File: src/rtl/ifu_fetch_ctrl.sv
// ifu_fetch_ctrl: owns the PC; fetches one instruction at a time over a valid/ready request
// and valid-only response channel, holds it for execute and advances the PC on commit.
module ifu_fetch_ctrl #(
    parameter int               XLEN     = 32,
    parameter logic [XLEN-1:0]  RESET_PC = 32'h8000_0000
) (
    input  logic            clock,
    input  logic            reset,
    input  logic [XLEN-1:0] io_pc_next,
    input  logic            io_halt,
    output logic            io_imem_req_valid,
    input  logic            io_imem_req_ready,
    output logic [XLEN-1:0] io_imem_req_addr,
    input  logic            io_imem_resp_valid,
    input  logic [XLEN-1:0] io_imem_resp_data,
    output logic            io_inst_valid,
    input  logic            io_inst_ready,
    output logic [XLEN-1:0] io_instruction,
    output logic [XLEN-1:0] io_pc_count,
    output logic [31:0]     io_inst_count,
    output logic            io_halted,
    output logic            io_misaligned
);
    typedef enum logic [2:0] {S_IDLE, S_REQ, S_WAIT, S_EXEC, S_HALT} state_t;

    state_t          state_q;
    logic [XLEN-1:0] pc_q;
    logic [XLEN-1:0] inst_q;
    logic [31:0]     cnt_q;
    logic            halted_q;
    logic            mis_q;
    logic            req_valid_q;
    logic            inst_valid_q;
    logic            commit;
    logic            bad_pc;

    always_comb begin
        commit = (state_q == S_EXEC) && io_inst_ready;
        bad_pc = io_pc_next[1:0] != 2'b00;
    end

    // Valids are registered alongside each state transition so no input reaches an output.
    always_ff @(posedge clock) begin
        if (reset) begin
            state_q      <= S_IDLE;
            pc_q         <= RESET_PC;
            inst_q       <= '0;
            cnt_q        <= '0;
            halted_q     <= 1'b0;
            mis_q        <= 1'b0;
            req_valid_q  <= 1'b0;
            inst_valid_q <= 1'b0;
        end else begin
            case (state_q)
                S_IDLE: begin
                    state_q     <= S_REQ;
                    req_valid_q <= 1'b1;
                end
                S_REQ: begin
                    if (io_imem_req_ready) begin
                        state_q     <= S_WAIT;
                        req_valid_q <= 1'b0;
                    end
                end
                S_WAIT: begin
                    if (io_imem_resp_valid) begin
                        inst_q       <= io_imem_resp_data;
                        state_q      <= S_EXEC;
                        inst_valid_q <= 1'b1;
                    end
                end
                S_EXEC: begin
                    if (commit) begin
                        cnt_q        <= cnt_q + 32'd1;
                        inst_valid_q <= 1'b0;
                        if (io_halt || bad_pc) begin
                            state_q  <= S_HALT;
                            halted_q <= 1'b1;
                            mis_q    <= !io_halt;
                        end else begin
                            pc_q        <= io_pc_next;
                            state_q     <= S_REQ;
                            req_valid_q <= 1'b1;
                        end
                    end
                end
                S_HALT: state_q <= S_HALT;
                default: state_q <= S_IDLE;
            endcase
        end
    end

    assign io_imem_req_valid = req_valid_q;
    assign io_imem_req_addr  = pc_q;
    assign io_inst_valid     = inst_valid_q;
    assign io_instruction    = inst_q;
    assign io_pc_count       = pc_q;
    assign io_inst_count     = cnt_q;
    assign io_halted         = halted_q;
    assign io_misaligned     = mis_q;
endmodule

File: config.mk
export PLATFORM = sky130hd
export DESIGN_NAME = ifu_fetch_ctrl
export DESIGN_NICKNAME = d
export VERILOG_FILES = /design/src/rtl/ifu_fetch_ctrl.sv
export SDC_FILE = /design/constraint.sdc
export NUM_CORES = 1
export LEC_CHECK = 0
export CORE_MARGIN = 4
export CORE_UTILIZATION = 41
export DETAILED_ROUTE_END_ITERATION = 7
export PLACE_DENSITY = 0.8
export REMOVE_ABC_BUFFERS = 1
export SLEW_MARGIN = 25
export SYNTH_ARGS = -nofsm -noshare
export SYNTH_HDL_FRONTEND = slang
export SYNTH_SLANG_ARGS = --single-unit
File: constraint.sdc
create_clock -name clock -period 2.25 [get_ports clock]
set_input_delay 0.45 -clock clock [delete_from_list [all_inputs] [get_ports clock]]
set_output_delay 0.45 -clock clock [all_outputs]
set_load 0.02 [all_outputs]
==> qor.txt <==
Number of sinks handled by clock tree synthesis: 103
Total buffers and inverters traversed by the critical path: 1
DP Worst Slack: -0.1760 ns
Slew of the pin with the lowest slew margin: 0.4814 ns
Count of different cell masters after synthesis: 41
Via/cell ratio: 5.141
Leak Pwr: 2.133 nW
Effective utilization at floorplan: 42.00%
Synth warn: 0
Number of endpoints failing setup at the final stage: 0
Highest clock frequency the design can meet: 0.4861 GHz
Post-route ant nets: 0
Max-cap check violation count: 0
Largest net degree at the start of global routing: 46
Cell breakdown of the critical path: clkdlybuf4s50_1, nand4b_4, or4_4, or4_1, a21oi_1
Min-Delay Endpoint: io_instruction[13]
Unrepaired setup endpoints after global routing: no
Setup fix buffers added after clock tree synthesis: 0
Via total after detailed routing: 4,303
Number of top-level design ports: 202
Met2 GRT Util: 35.60%
Reg2reg path depth: 4
Total congestion overflow after global routing: 0
Standard cell with the maximum stage delay on the critical path: or4_4
Post-Synth XOR/XNOR Area: 1.826%
Aggregate routed wire length: 12,970 um
Post-Synthesis Mean Instance Area: 8.145 um^2
Most used routing layer: met2
Hold crit path type: flop to flop
Met3 global-route usage: 9.041%
Final hold violation count: 0
Dominant synthesized flop cell: dfxtp_1
CP top delay family: simple AND/OR/NAND/NOR gates
Post-synthesis share of cell area spent on full adders, half adders and majority gates: 0.2899%
Compound-gate portion of the synthesized area: 15.13%
CTS tree: done
Count of mapped cells out of synthesis: 530
Fraction of synthesis flops using an asynchronous set or reset pin: 0%
Type of origin of the critical path: primary input
Worst EP required: 2.54 ns
Fraction of the mapped netlist area in simple logic gates: 25.33%
Maximum clock path buffer count: 2
Multiplexer area fraction after synthesis: 0%
Number of buffers added by the clock tree synthesis step: 9
Setup skew after layout: 0.01205 ns
Area overhead of the layout relative to synthesis: 51.22%
Initial antenna violation count: 0
Startpoint of the worst hold path: io_instruction[13]
Design Power: 3.382 mW
Register bit count reported by yosys: 103
Power density over cell area: 518.0 nW/um^2
Initial DRT Pass Iterations: 4
Worst slew margin: 67.90%
Final layout net count: 767
Most frequent cells in the layout: clkdlybuf4s50_1 (200), nand2_1 (140), dfxtp_1 (103)
GRT Overall Usage: 20.60%
Capturing element type of the critical path: flop
Vias in the first global route: 4,309
Number of cells upsized or downsized after cts: 0
Max incr delay on CP: 0.61 ns
Reg2reg end: io_inst_count[16]
DRC: 0
Critical path type: primary input to flop
Worst r2r src: state_q[1]
Hold slack: 0.4573 ns
Critical Path AT: 2.35 ns
Std cell rows: 37
Period minus WS final: 2.057 ns
Routability congestion estimate: 0.8333
Clock slew seen by the registers of the worst setup and hold paths: 0.10 ns
Hold-fix buffers, CTS: 0
Number of DRC markers in iteration 0: 153
Max IR drop VDD: 0.3886 mV
Met1 capacity usage during global routing: 22.22%
Outcome: complete, no violations
Fraction of the cycle the final worst path needs: 91.43%
Core area: 10,280 um^2
Number of stages on the worst hold path: 2
Overall die width: 110.6 um
Htree depth: 3
Reg-to-reg setup timing slack: 0.23 ns
Clk root buf: clkbuf_8
Post-synth EDFFs: 0
Final critical-path setup slack: 0.1927 ns
Final HPWL from detailed placement: 9824 um
# port buffers: 201
Critical-path maximum fanout: 12
Fin. max-slew vios: 0
Main combinational cell family by area after synthesis: simple AND/OR/NAND/NOR gates
Global-route wire length before repair: 21,090 um
Fraction of final layout cells with drive strength greater than 1: 7.133%
Sequential element share of the synthesized area: 47.77%
Area enclosed by the die boundary: 12,230 um^2
Antenna diode instance count: 0
Insertion delay of the later-clocked pin in the worst-skew pair: 0.36 ns
Commonest non-fill, non-tap cell in the layout: clkdlybuf4s50_1
Combined area of all synthesized cells: 4317 um^2
Routed wire per std cell: 15.50 um
Die height: 110.6 um
-- worst reg2reg max path, stage by stage, from the launching register on --
cell and delay, ns:
dfxtp_1 0.56, nand4b_4 0.19, or4_4 0.61, or4_1 0.43
a21oi_1 0.16
-- worst max path at each step --
| stage | from | to | cells past startpoint |
|---|---|---|---|
| after floorplan | io_pc_next[0] | io_imem_req_addr[10] | 4 |
| after global routing | state_q[1] | io_inst_count[26] | 4 |
| final | io_inst_ready | io_inst_count[16] | 5 |
| after detailed placement | io_inst_ready | io_inst_count[16] | 5 |
| after global placement | io_inst_ready | io_inst_count[22] | 5 |
| after CTS | io_inst_ready | io_inst_count[16] | 5 |
-- cells in the mapped netlist (3+ instances only) --
cell type	count	area, um^2
or3_1	5	31.28
nor2_1	14	52.55
and3_1	3	18.77
nor3b_1	3	22.52
dfxtp_1	103	2062
buf_4	33	247.7
o31ai_1	15	112.6
xnor2_1	4	35.03
nor4_1	4	25.02
xor2_1	5	43.79
nand2_1	140	525.5
and4_1	3	26.28
nand4_1	12	75.07
o21ai_0	4	20.02
buf_2	3	15.01
a21oi_1	88	440.4
nand3_1	11	55.05
inv_1	8	30.03
clkbuf_1	30	112.6
or4_1	14	105.1
-- report_power, final --
part           internal (mW)  total, mW  switching, mW  leakage (nW)
combinational          0.173      0.294          0.121          1.20
clock                  0.540       1.22          0.683         0.104
sequential              1.84       1.86         0.0198         0.831
-- through the flow --
stage	instance area, um^2	utilization [%]	std cells	setup TNS, ns
after floorplan	3930	-	463	0
after global placement	6317	61.47	821	-1.276
after detailed placement	6317	61.47	821	-2.041
after CTS	6528	63.51	837	0
after global routing	6528	63.51	837	0
final	6528	63.51	837	0
-- sequential cells by signal, summed over array words and instances (netlist names) --
signal             flops
io_imem_req_addr      32
io_inst_count         32
io_instruction        32
state_q                3
io_halted              1
io_imem_req_valid      1
io_inst_valid          1
io_misaligned          1
-- layer usage --
| metal | routed length [um] | vias to the layer above |
|---|---|---|
| met1 | 4987 | 2002 |
| met4 | 351 | 0 |
| met3 | 1232 | 28 |
| met5 | 0 | - |
| met2 | 6401 | 150 |
| li1 | - | 2123 |
-- cell type report --
type                    count  area [um^2]
fillers                   880         3750
repair buffers            222         2215
flip-flops and latches    103         2062
multi-input cells         352         1841
well taps                 136        170.2
clock buffers               9        123.9
clock inverters             7        86.33
inverters                   8        30.03
-- kinds of logic (layout without fill, tap and decap cells) --
| family | count (synthesis) | after routing |
|---|---|---|
| AO/OA/AOI/OAI | 117 | 117 |
| XOR/XNOR | 9 | 9 |
| adder cells (fa/ha/maj) | 1 | 1 |
| buffers and inverters | 75 | 246 |
| flip-flops | 103 | 103 |
| AND/OR/NAND/NOR | 225 | 225 |
(Power assumes the default switching activity.)
